===== config.mk =====
export PLATFORM = sky130hd
export DESIGN_NAME = line_pixel_writer
export DESIGN_NICKNAME = d
export VERILOG_FILES = /design/src/rtl/line_pkg.sv /design/src/rtl/pixel_addr_calc.sv /design/src/rtl/line_pixel_writer.sv
export SDC_FILE = /design/constraint.sdc
export NUM_CORES = 1
export LEC_CHECK = 0
export CAP_MARGIN = 20
export CORE_MARGIN = 3
export CORE_UTILIZATION = 49
export CTS_CLUSTER_SIZE = 25
export DETAILED_ROUTE_END_ITERATION = 8
export HOLD_SLACK_MARGIN = 0.02
export PLACE_DENSITY_LB_ADDON = 0.1
export SYNTH_ARGS = -nofsm -noshare
export SYNTH_HDL_FRONTEND = slang
export SYNTH_SLANG_ARGS = --single-unit
export TNS_END_PERCENT = 1

===== constraint.sdc =====
create_clock -name clk -period 8.4 [get_ports clk]
set_input_delay 1.68 -clock clk [delete_from_list [all_inputs] [get_ports clk]]
set_output_delay 1.68 -clock clk [all_outputs]
set_load 0.005 [all_outputs]

===== src/rtl/line_pkg.sv =====
// line_pkg: shared screen constants, coordinate/address types and writer FSM states
package line_pkg;
    localparam int SCREEN_W = 320;
    localparam int SCREEN_H = 240;
    typedef logic [8:0]  coord_x_t;
    typedef logic [7:0]  coord_y_t;
    typedef logic [16:0] fb_addr_t;
    typedef enum logic [2:0] {
        S_IDLE, S_PREP, S_LOAD, S_CAP, S_WRITE, S_STEP, S_FINISH, S_ABORT
    } state_t;
endpackage


===== src/rtl/pixel_addr_calc.sv =====
// pixel_addr_calc: framebuffer word address y*320+x built from shifts, no multiplier
//   x_i    in   pixel x
//   y_i    in   pixel y
//   addr_o out  y*320+x truncated to ADDR_W
module pixel_addr_calc
    import line_pkg::*;
#(
    parameter int ADDR_W = 17
) (
    input  logic [8:0]        x_i,
    input  logic [7:0]        y_i,
    output logic [ADDR_W-1:0] addr_o
);
    coord_x_t x;
    coord_y_t y;
    assign x = x_i;
    assign y = y_i;
    assign addr_o = ADDR_W'(({10'd0, y} << 8) + ({10'd0, y} << 6) + {9'd0, x});
endmodule


===== src/rtl/line_pixel_writer.sv =====
// line_pixel_writer: drives a line generator and writes one framebuffer pixel per point
//   cmd_*            line command in (valid/ready, ready only in IDLE)
//   busy/line_done/line_err/pixel_count  status
//   gen_*            line generator control out, gen_done/gen_bx/gen_by in
//   mem_*            req/ack pixel write port
//   Optional LINE_CLIP_EN: off-screen points skip the write and add clip_count.
module line_pixel_writer #(
    parameter int SCREEN_W  = 320,
    parameter int SCREEN_H  = 240,
    parameter int ADDR_W    = 17,
    parameter int COLOR_W   = 8,
    parameter int MAX_STEPS = 320
) (
    input  logic               clk,
    input  logic               rst,
    input  logic               cmd_valid,
    output logic               cmd_ready,
    input  logic [8:0]         cmd_x0,
    input  logic [7:0]         cmd_y0,
    input  logic [8:0]         cmd_x1,
    input  logic [7:0]         cmd_y1,
    input  logic [COLOR_W-1:0] cmd_color,
    output logic               busy,
    output logic               line_done,
    output logic               line_err,
    output logic [8:0]         pixel_count,
`ifdef LINE_CLIP_EN
    output logic [8:0]         clip_count,
`endif
    output logic [8:0]         gen_start_x,
    output logic [7:0]         gen_start_y,
    output logic [8:0]         gen_end_x,
    output logic [7:0]         gen_end_y,
    output logic               gen_set_new,
    output logic               gen_draw_enable,
    input  logic               gen_done,
    input  logic [8:0]         gen_bx,
    input  logic [7:0]         gen_by,
    output logic               mem_wr,
    output logic [ADDR_W-1:0]  mem_addr,
    output logic [COLOR_W-1:0] mem_data,
    input  logic               mem_ack
);
    import line_pkg::*;
    localparam int SW = $clog2(MAX_STEPS + 1);
    state_t             state_q, state_d;
    coord_x_t           x0_q, x1_q;
    coord_y_t           y0_q, y1_q;
    logic [COLOR_W-1:0] color_q, data_q;
    logic [ADDR_W-1:0]  addr_q, addr_d;
    logic [8:0]         pix_q;
    logic [SW-1:0]      step_q;
    logic               accept, clip, limit;
    pixel_addr_calc #(.ADDR_W(ADDR_W)) u_addr (.x_i(gen_bx), .y_i(gen_by), .addr_o(addr_d));
`ifdef LINE_CLIP_EN
    logic [8:0] clip_q;
    assign clip       = 32'(gen_bx) >= SCREEN_W || 32'(gen_by) >= SCREEN_H;
    assign clip_count = clip_q;
`else
    assign clip = 1'b0;
`endif
    assign accept      = cmd_valid && cmd_ready;
    assign limit       = step_q == SW'(MAX_STEPS);
    assign gen_start_x = x0_q;
    assign gen_start_y = y0_q;
    assign gen_end_x   = x1_q;
    assign gen_end_y   = y1_q;
    assign mem_addr    = addr_q;
    assign mem_data    = data_q;
    assign pixel_count = pix_q;
    always_comb begin
        state_d         = state_q;
        cmd_ready       = state_q == S_IDLE;
        busy            = state_q != S_IDLE;
        gen_set_new     = state_q == S_LOAD;
        gen_draw_enable = state_q == S_STEP && !gen_done && !limit;
        mem_wr          = state_q == S_WRITE;
        line_done       = state_q == S_FINISH;
        line_err        = state_q == S_ABORT;
        unique case (state_q)
            S_IDLE:  state_d = cmd_valid ? S_PREP : S_IDLE;
            S_PREP:  state_d = S_LOAD;
            S_LOAD:  state_d = S_CAP;
            S_CAP:   state_d = clip ? S_STEP : S_WRITE;
            S_WRITE: state_d = mem_ack ? S_STEP : S_WRITE;
            S_STEP:  state_d = gen_done ? S_FINISH : limit ? S_ABORT : S_CAP;
            default: state_d = S_IDLE;
        endcase
    end
    always_ff @(posedge clk) begin
        if (rst) begin
            state_q <= S_IDLE;
            x0_q    <= '0;
            y0_q    <= '0;
            x1_q    <= '0;
            y1_q    <= '0;
            color_q <= '0;
            addr_q  <= '0;
            data_q  <= '0;
            pix_q   <= '0;
            step_q  <= '0;
`ifdef LINE_CLIP_EN
            clip_q  <= '0;
`endif
        end else begin
            state_q <= state_d;
            if (accept) begin
                x0_q    <= cmd_x0;
                y0_q    <= cmd_y0;
                x1_q    <= cmd_x1;
                y1_q    <= cmd_y1;
                color_q <= cmd_color;
                pix_q   <= '0;
                step_q  <= '0;
`ifdef LINE_CLIP_EN
                clip_q  <= '0;
`endif
            end
            if (state_q == S_CAP) begin
                addr_q <= addr_d;
                data_q <= color_q;
            end
            if (mem_wr && mem_ack) pix_q <= pix_q + 9'd1;
            if (gen_draw_enable) step_q <= step_q + 1'b1;
`ifdef LINE_CLIP_EN
            if (state_q == S_CAP && clip) clip_q <= clip_q + 9'd1;
`endif
        end
    end
endmodule


Word level (Yosys, flattened, before mapping)
Index checks and enable logic that the tools add are counted.
Widths: inputs -> output; s select.
{"block": "totals", "ff_bits": 88, "in_bits": 64, "output_inout_bits": 75}
{"block": "op_classes", "addsub": 4, "n_eq_ne": 8, "n_mux": 8, "n_reduce_logical": 10}
{"cell": "$mux 9", "n": 3}
{"cell": "$add 9x1->9 const B", "n": 2}
{"cell": "$pmux 3 s6", "n": 1}
{"cell": "$add 16x14->17", "n": 1}
{"cell": "$add 17x9->17", "n": 1}
{"cell": "$eq 3x3->1 const B", "n": 4}
{"cell": "$eq 9x9->1 const B", "n": 1}
{"cell": "$eq 3x2->1 const B", "n": 2}
{"cell": "$mux 3", "n": 2}
{"cell": "$logic_and 1x1->1", "n": 4}
{"cell": "$reduce_bool 2->1", "n": 2}
{"cell": "$eq 3x1->1 const B", "n": 1}
{"cell": "$logic_not 3->1", "n": 1}
{"cell": "$reduce_bool 3->1", "n": 1}
{"cell": "$logic_not 1->1", "n": 2}
{"cell": "$mux 1", "n": 2}

Depth between registers and ports, before layout
Gate-level depths: netlist of run 1.
{"block": "depth", "ltp_word": 4, "mapped_depth": 8, "ltp_nobuf": 8}

Cells and area by module
Synthesis of run 1 repeated with hierarchy kept, for this count alone.
{"block": "hier_totals", "cells_unflattened": 491, "hier_area_um2": 4023.9}
{"mod": "line_pixel_writer", "n_inst": 1, "cells_per_inst": 433, "area_per_inst_um2": 3495.9, "seq_area_each_um2": 1761.7}
{"mod": "pixel_addr_calc", "n_inst": 1, "cells_per_inst": 58, "area_per_inst_um2": 528.0, "seq_area_each_um2": 0.0}

Worst setup path after synthesis of run 1
Ideal clock, no wire load.
{"block": "synth_timing", "kind": "in2reg", "startpoint": "input port gen_bx[8]", "endpoint": "register addr_q[15], in the netlist mem_addr[15]", "arrival_ps": 3798, "required_time_ps": 8275, "path_slack_ps": 4477, "path_stages": 8, "path_buffers": 0, "path_cell_list": "inv_1 -> fa_1 -> inv_1 -> fa_1 -> a211o_1 -> a2111oi_0 -> nor3_1 -> nand3b_1"}
{"block": "synth_via", "elab_chain_cells": 1}
{"element": "start, declared", "line_no": "line_pixel_writer.sv:37", "rtl": "input logic [8:0] gen_bx,"}
{"element": "$add 17x9->17", "line_no": "pixel_addr_calc.sv:18", "rtl": "assign addr_o = ADDR_W'(({10'd0, y} << 8) + ({10'd0, y} << 6) + {9'd0, x});"}
{"element": "end signal, assigned", "line_no": "line_pixel_writer.sv:120", "rtl": "addr_q <= addr_d;"}
{"element": "end, declared", "line_no": "line_pixel_writer.sv:50", "rtl": "logic [ADDR_W-1:0] addr_q, addr_d;"}
Every way passes these cells.
A chain may end at the register's enable or synchronous reset.

Final worst setup path of run 1
{"block": "layout_timing", "startpoint": "input port gen_done", "endpoint": "output port gen_draw_enable"}
{"block": "layout_via", "elab_chain_cells": 3}
{"element": "start, declared", "line_no": "line_pixel_writer.sv:36", "rtl": "input logic gen_done,"}
{"element": "$logic_not 1->1", "line_no": "line_pixel_writer.sv:76", "rtl": "gen_draw_enable = state_q == S_STEP && !gen_done && !limit;"}
{"element": "$logic_and 1x1->1 (2 in a row)", "line_no": "line_pixel_writer.sv:76"}
{"element": "end, declared", "line_no": "line_pixel_writer.sv:35", "rtl": "output logic gen_draw_enable,"}
Every way passes these cells.

==> results.md, run 1 <==
* Vias/cell at 5.36
* Slew Viols, Final at 0
* Gates resized, CTS repair at 0
* Hold_buf cts at 0
* Maximum clock frequency at 0.203 GHz
* Syn Area/Cell at 8.03 um^2
* Hold depth at 2
* Post-Place Worst Slack at 3.52 ns
* Fin. Hold Viols at 0
* Relative slew slack at 0.359
* CTS Buf Count at 9
* Storage element area at 0.00176 mm^2
* Synthesized flop and latch total at 88
* Max clock buf depth at 2
* DP Wirelength at 7.20 mm
* Netlist cell types at 48
* Hold path startpoint: mem_data[1]
* Nets at 702
* DRC at 0
* Final Cycle Share at 0.586
* Setup crit end kind: output port
* Via Count at 3886
* Top_reg_cell synth: dfxtp_1
* P&R area growth vs syn at 39.5%
* Max_cap viols at 0
* Detailed-router iteration count before antenna repair at 4
* GPL Wtd Cong at 0.861
* Critical path arrival at 3.25 ns
* Crit Path Max Fanout at 11
* First-pass GRT wire length at 16.8 mm
* DIE AREA at 0.00925 mm^2
* Setup CP Type: in -> out
* Share of layout cells above drive strength 1 at 0.0401
* Average wire per standard cell at 14.3 um
* RSZ-0062 raised after global routing: false
* Multi-input combinational cell area at 0.00202 mm^2
* Die X at 96.2 um
* Ant. Diodes at 0
* Crit path launch type: input port
* H-Tree Depth at 3
* Syn Std Cell Area at 0.00398 mm^2
* Max VDD drop at 0.0000960 V
* Clock sinks at 88
* # rows at 32
* Core footprint at 0.00781 mm^2
* Initial Util at 0.510
* Post-Route WL at 10.4 mm
* Number of flops mapped to enable cells by yosys at 0
* Reg2Reg Depth at 6
* CTS tree: done
* Root Buffer: clkbuf_8
* DRT iter0 DRCs at 129
* Die Height at 96.2 um
* Post-DRT Antenna Nets at 0
* Buffer count from post-CTS setup fixing at 0
* Clock transition at path regs at 0.08 ns
* Antenna violations before repair at 0
* Pleak at 2.07 nW
* Vias in the first global route at 3650
* Global Route Usage Sum at 0.226
* Setup violators final at 0
* Hold Path Class: reg -> reg
* Clk Latency, worst-skew pair at 0.35 ns
* Synth Warn # at 0
* Ys async rst share at 0
* Fillers at 654
* Largest net degree at the start of global routing at 96
* Result of the run: finished clean
* Total grt overflow at 0
* Worst Skew at 0.0123 ns
* Crit path from: gen_done
* Synth Net Count at 580
* Worst Max-Slew Pin Slew at 0.962 ns
* Register area share after synthesis at 0.442
* Worst R2R Start: state_q[0]
* Pwr dens at 158 mW/mm^2
* Post-Synthesis Cells at 496
* Boundary Pins at 139
* # port buffers at 138
* Setup TNS at 0 ns
* Minimum clock period after layout at 4.93 ns
* Final WS setup at 3.47 ns
* Worst endpoint required time at 6.72 ns
per-layer routing:
| layer | routed length, um | GRT usage |
|---|---|---|
| met5 | 0 | 0 |
| met4 | 117 | 0.0746 |
| met3 | 720 | 0.0665 |
| met2 | 5190 | 0.383 |
| met1 | 4370 | 0.274 |
where the power goes:
| group | switching, mW | internal [mW] | total, mW |
|---|---|---|---|
| Clock | 0.154 | 0.107 | 0.262 |
| Combinational | 0.0794 | 0.0865 | 0.166 |
| Sequential | 0.0126 | 0.436 | 0.448 |
| Total | 0.246 | 0.630 | 0.876 |
final cells by class:
type	count	share of cell area
multi-input cells	361	0.364
clock inverters	7	0.00856
well taps	102	0.0230
clock buffers	9	0.0223
flip-flops and latches	88	0.317
inverters	15	0.0101
repair buffers	143	0.255
flip-flops by register name, indices dropped and copies added, names as in the netlist:
register     count
color_q          8
gen_end_x        9
gen_end_y        8
gen_start_x      9
gen_start_y      8
mem_addr        17
mem_data         8
pixel_count      9
state_q          3
step_q           9
logic make-up (layout without fill, tap and decap cells):
logic type / after synthesis / count (layout) / share of synthesized area
AND/OR/NAND/NOR: 214 / 214 / 0.253
AO/OA/AOI/OAI: 126 / 126 / 0.185
flip-flops: 88 / 88 / 0.442
buffers and inverters: 47 / 174 / 0.0509
adder cells (fa/ha/maj): 20 / 20 / 0.0666
XOR/XNOR: 1 / 1 / 0.00220
cells in the final DEF, fill, tap and decap left out, types with 4 or more instances in the layout:
cell | Yosys | final
nor2_1 | 14 | 14
dfxtp_1 | 88 | 88
a31oi_1 | 4 | 4
or4_1 | 7 | 7
ha_1 | 18 | 18
and3_1 | 6 | 6
nand2_1 | 129 | 129
a21oi_1 | 79 | 79
nand4_1 | 4 | 4
clkbuf_8 | 0 | 9
o311ai_0 | 6 | 6
o21ai_0 | 11 | 11
clkdlybuf4s50_1 | 0 | 137
a211o_1 | 4 | 4
nand3_1 | 15 | 15
a211oi_1 | 5 | 5
nor3_1 | 10 | 10
buf_4 | 1 | 5
inv_1 | 15 | 15
nand3b_1 | 5 | 5
or3_1 | 6 | 6
per-stage QoR:
stage	total power [mW]	instances	util	cell area [um^2]	hold slack [ns]
final	0.876	725	0.712	5560	0.456
after detailed placement	0.624	709	0.690	5380	0.446
after floorplan	0.540	496	-	3980	0.432
after CTS	0.883	725	0.712	5560	0.459
after global placement	0.619	709	0.690	5380	0.436
after global routing	0.920	725	0.712	5560	0.471
critical path, stage by stage:
cell and delay (ns):
clkdlybuf4s50_1 0.43, a211o_1 0.36, inv_1 0.23, clkdlybuf4s50_1 0.54
synth_stat cells (7+ instances only):
cell type / number / area, um^2
a21oi_1: 79 / 395
clkbuf_1: 21 / 78.8
dfxtp_1: 88 / 1760
ha_1: 18 / 225
inv_1: 15 / 56.3
nand2_1: 129 / 484
nand3_1: 15 / 75.1
nor2_1: 14 / 52.6
nor3_1: 10 / 50.1
o21ai_0: 11 / 55.1
or4_1: 7 / 52.6
worst paths after layout:
kind	end	slack (ns)
setup / recovery	gen_draw_enable	3.47
hold / removal	mem_data[1]	0.46
setup reg to reg	step_q[6]	6.03
hold reg to reg	mem_data[1]	0.46
Power figures use the tool's default switching activity.
==> inputs of run 2 (changes only) <==
--- a/config.mk
+++ b/config.mk
@@ -7,7 +7,7 @@
 export LEC_CHECK = 0
 export CAP_MARGIN = 20
 export CORE_MARGIN = 3
-export CORE_UTILIZATION = 49
+export CORE_UTILIZATION = 41
 export CTS_CLUSTER_SIZE = 25
 export DETAILED_ROUTE_END_ITERATION = 8
 export HOLD_SLACK_MARGIN = 0.02
==> constraint.sdc (replaced) <==
create_clock -name clk -period 4.4 [get_ports clk]
set_input_delay 0.88 -clock clk [delete_from_list [all_inputs] [get_ports clk]]
set_output_delay 0.88 -clock clk [all_outputs]
set_load 0.005 [all_outputs]
==> run 2 against run 1 <==
  * Utilization is 11 points lower
  * Via count is 0.33% lower
  * Largest cell class unchanged
  * Clock power is 110% higher
  * Critical path depth is 5 higher
  * Wire length is 4.3% higher
==> results.md, run 2 (synthesized netlist as in run 1, its figures left out) <==
* Result of the run: finished clean
* Critical path arrival at 3.70 ns
* Worst Max-Slew Pin Slew at 0.999 ns
* Final WS setup at 0.988 ns
* # rows at 35
* Clk Latency, worst-skew pair at 0.36 ns
* Multi-input combinational cell area at 0.00202 mm^2
* Setup crit end kind: flop
* Hold_buf cts at 0
* Max VDD drop at 0.000161 V
* DP Wirelength at 7.56 mm
* Crit Path Max Fanout at 3
* # port buffers at 138
* Setup CP Type: in -> reg
* Vias in the first global route at 3737
* DRT iter0 DRCs at 135
* Post-DRT Antenna Nets at 0
* CP Capture Point: mem_addr[15]
* Flop-to-flop setup slack at 2.27 ns
* DIE AREA at 0.0109 mm^2
* Storage element area at 0.00176 mm^2
* Worst endpoint required time at 4.69 ns
* Nets at 702
* Max_cap viols at 0
* Antenna violations before repair at 0
* Total grt overflow at 0
* Max reg flops at 17
* Slew Viols, Final at 0
* Power Total at 1.73 mW
* Core footprint at 0.00933 mm^2
* Pwr dens at 307 mW/mm^2
* Average wire per standard cell at 14.4 um
* Final Cycle Share at 0.775
* Crit path launch type: input port
* Setup violators final at 0
* Crit Reg-Reg Endpoint: mem_addr[16]
* Die X at 105 um
* Max clock buf depth at 2
* Detailed-router iteration count before antenna repair at 4
* CTS tree: done
* Most common cell after layout, fill and taps aside: clkdlybuf4s50_1
* Fillers at 866
* Most frequent cells in the layout: 137 x clkdlybuf4s50_1, 129 x nand2_1, 88 x dfxtp_1
* Vias/cell at 5.15
* Post-Place Worst Slack at 0.597 ns
* Hold Path Class: reg -> reg
* RSZ-0062 raised after global routing: false
* Minimum clock period after layout at 3.41 ns
* GPL Wtd Cong at 0.815
* Crit path from: gen_by[0]
* Clock transition at path regs at 0.08 ns
* Worst R2R Start: state_q[0]
* CTS Buf Count at 9
* Reg2Reg Depth at 4
* Global Route Usage Sum at 0.198
* Maximum clock frequency at 0.293 GHz
* Clock sinks at 88
* P&R area growth vs syn at 41.0%
* Share of layout cells above drive strength 1 at 0.0401
* First-pass GRT wire length at 17.9 mm
* Pleak at 2.08 nW
* Worst Skew at 0.0127 ns
* Die Height at 105 um
* Initial Util at 0.427
* DRC at 0
* Ant. Diodes at 0
* Gates resized, CTS repair at 0
* Post-Route WL at 10.8 mm
* Root Buffer: clkbuf_8
* Buffer count from post-CTS setup fixing at 0
* Largest net degree at the start of global routing at 52
* Via Count at 3873
* H-Tree Depth at 3
* Fin. Hold Viols at 0
* Boundary Pins at 139
* Setup TNS at 0 ns
* Relative slew slack at 0.334
## run 2: cell types whose count changed in the layout (fill, tap and decap cells not counted), sizes merged
cell | previous run | this run
bufinv | 0 | 1
inv | 16 | 15
## run 2: worst min-delay path by stage
stage,slack (ns),cells past startpoint,startpoint,to
after CTS,0.46,2,mem_data[4],mem_data[4]
after detailed placement,0.45,2,color_q[5],mem_data[5]
after global routing,0.47,2,gen_start_x[1],gen_start_x[1]
final,0.45,2,color_q[0],mem_data[0]
after global placement,0.44,2,color_q[1],mem_data[1]
after floorplan,0.43,2,color_q[0],mem_data[0]
## run 2: final cells by class
| type | instances | share of cell area |
|---|---|---|
| Clock inverter | 7 | 0.0129 |
| Timing Repair Buffer | 143 | 0.252 |
| Clock buffer | 9 | 0.0221 |
| Tap cell | 129 | 0.0287 |
| Sequential cell | 88 | 0.314 |
| Multi-Input combinational cell | 361 | 0.361 |
| Inverter | 15 | 0.0100 |
## run 2: routing by layer
| layer | global-route usage | share of wire | wire length, um | vias to the layer above |
|---|---|---|---|---|
| met2 | 0.331 | 0.47 | 5150 | 97 |
| met4 | 0.0655 | 0.015 | 161 | 0 |
| met1 | 0.239 | 0.45 | 4850 | 1797 |
| li1 | - | - | - | 1967 |
| met5 | 0 | 0 | 0 | - |
| met3 | 0.0636 | 0.063 | 684 | 12 |
## run 2: critical path, cell delays in order
cell	delay [ns]
clkdlybuf4s50_1	0.48
inv_1	0.06
fa_1	0.50
inv_1	0.07
fa_1	0.47
a211o_1	0.35
a2111oi_0	0.54
o2111ai_1	0.21
nand3b_1	0.14
## run 2: power by group
group	switching, mW	internal (mW)	leakage [nW]
Sequential	0.0239	0.832	0.716
Combinational	0.152	0.165	1.27
Clock	0.291	0.262	0.0952
Total	0.467	1.26	2.08
## run 2: per-stage QoR
| stage | instance area [um^2] | utilization | hold slack [ns] | std cells |
|---|---|---|---|---|
| 3_5_place_dp | 5420 | 0.581 | 0.445 | 736 |
| 5_1_grt | 5610 | 0.602 | 0.468 | 752 |
| 2_1_floorplan | 3980 | - | 0.432 | 496 |
| 4_1_cts | 5610 | 0.602 | 0.458 | 752 |
| 3_3_place_gp | 5420 | 0.581 | 0.437 | 736 |
| 6_report | 5610 | 0.602 | 0.450 | 752 |
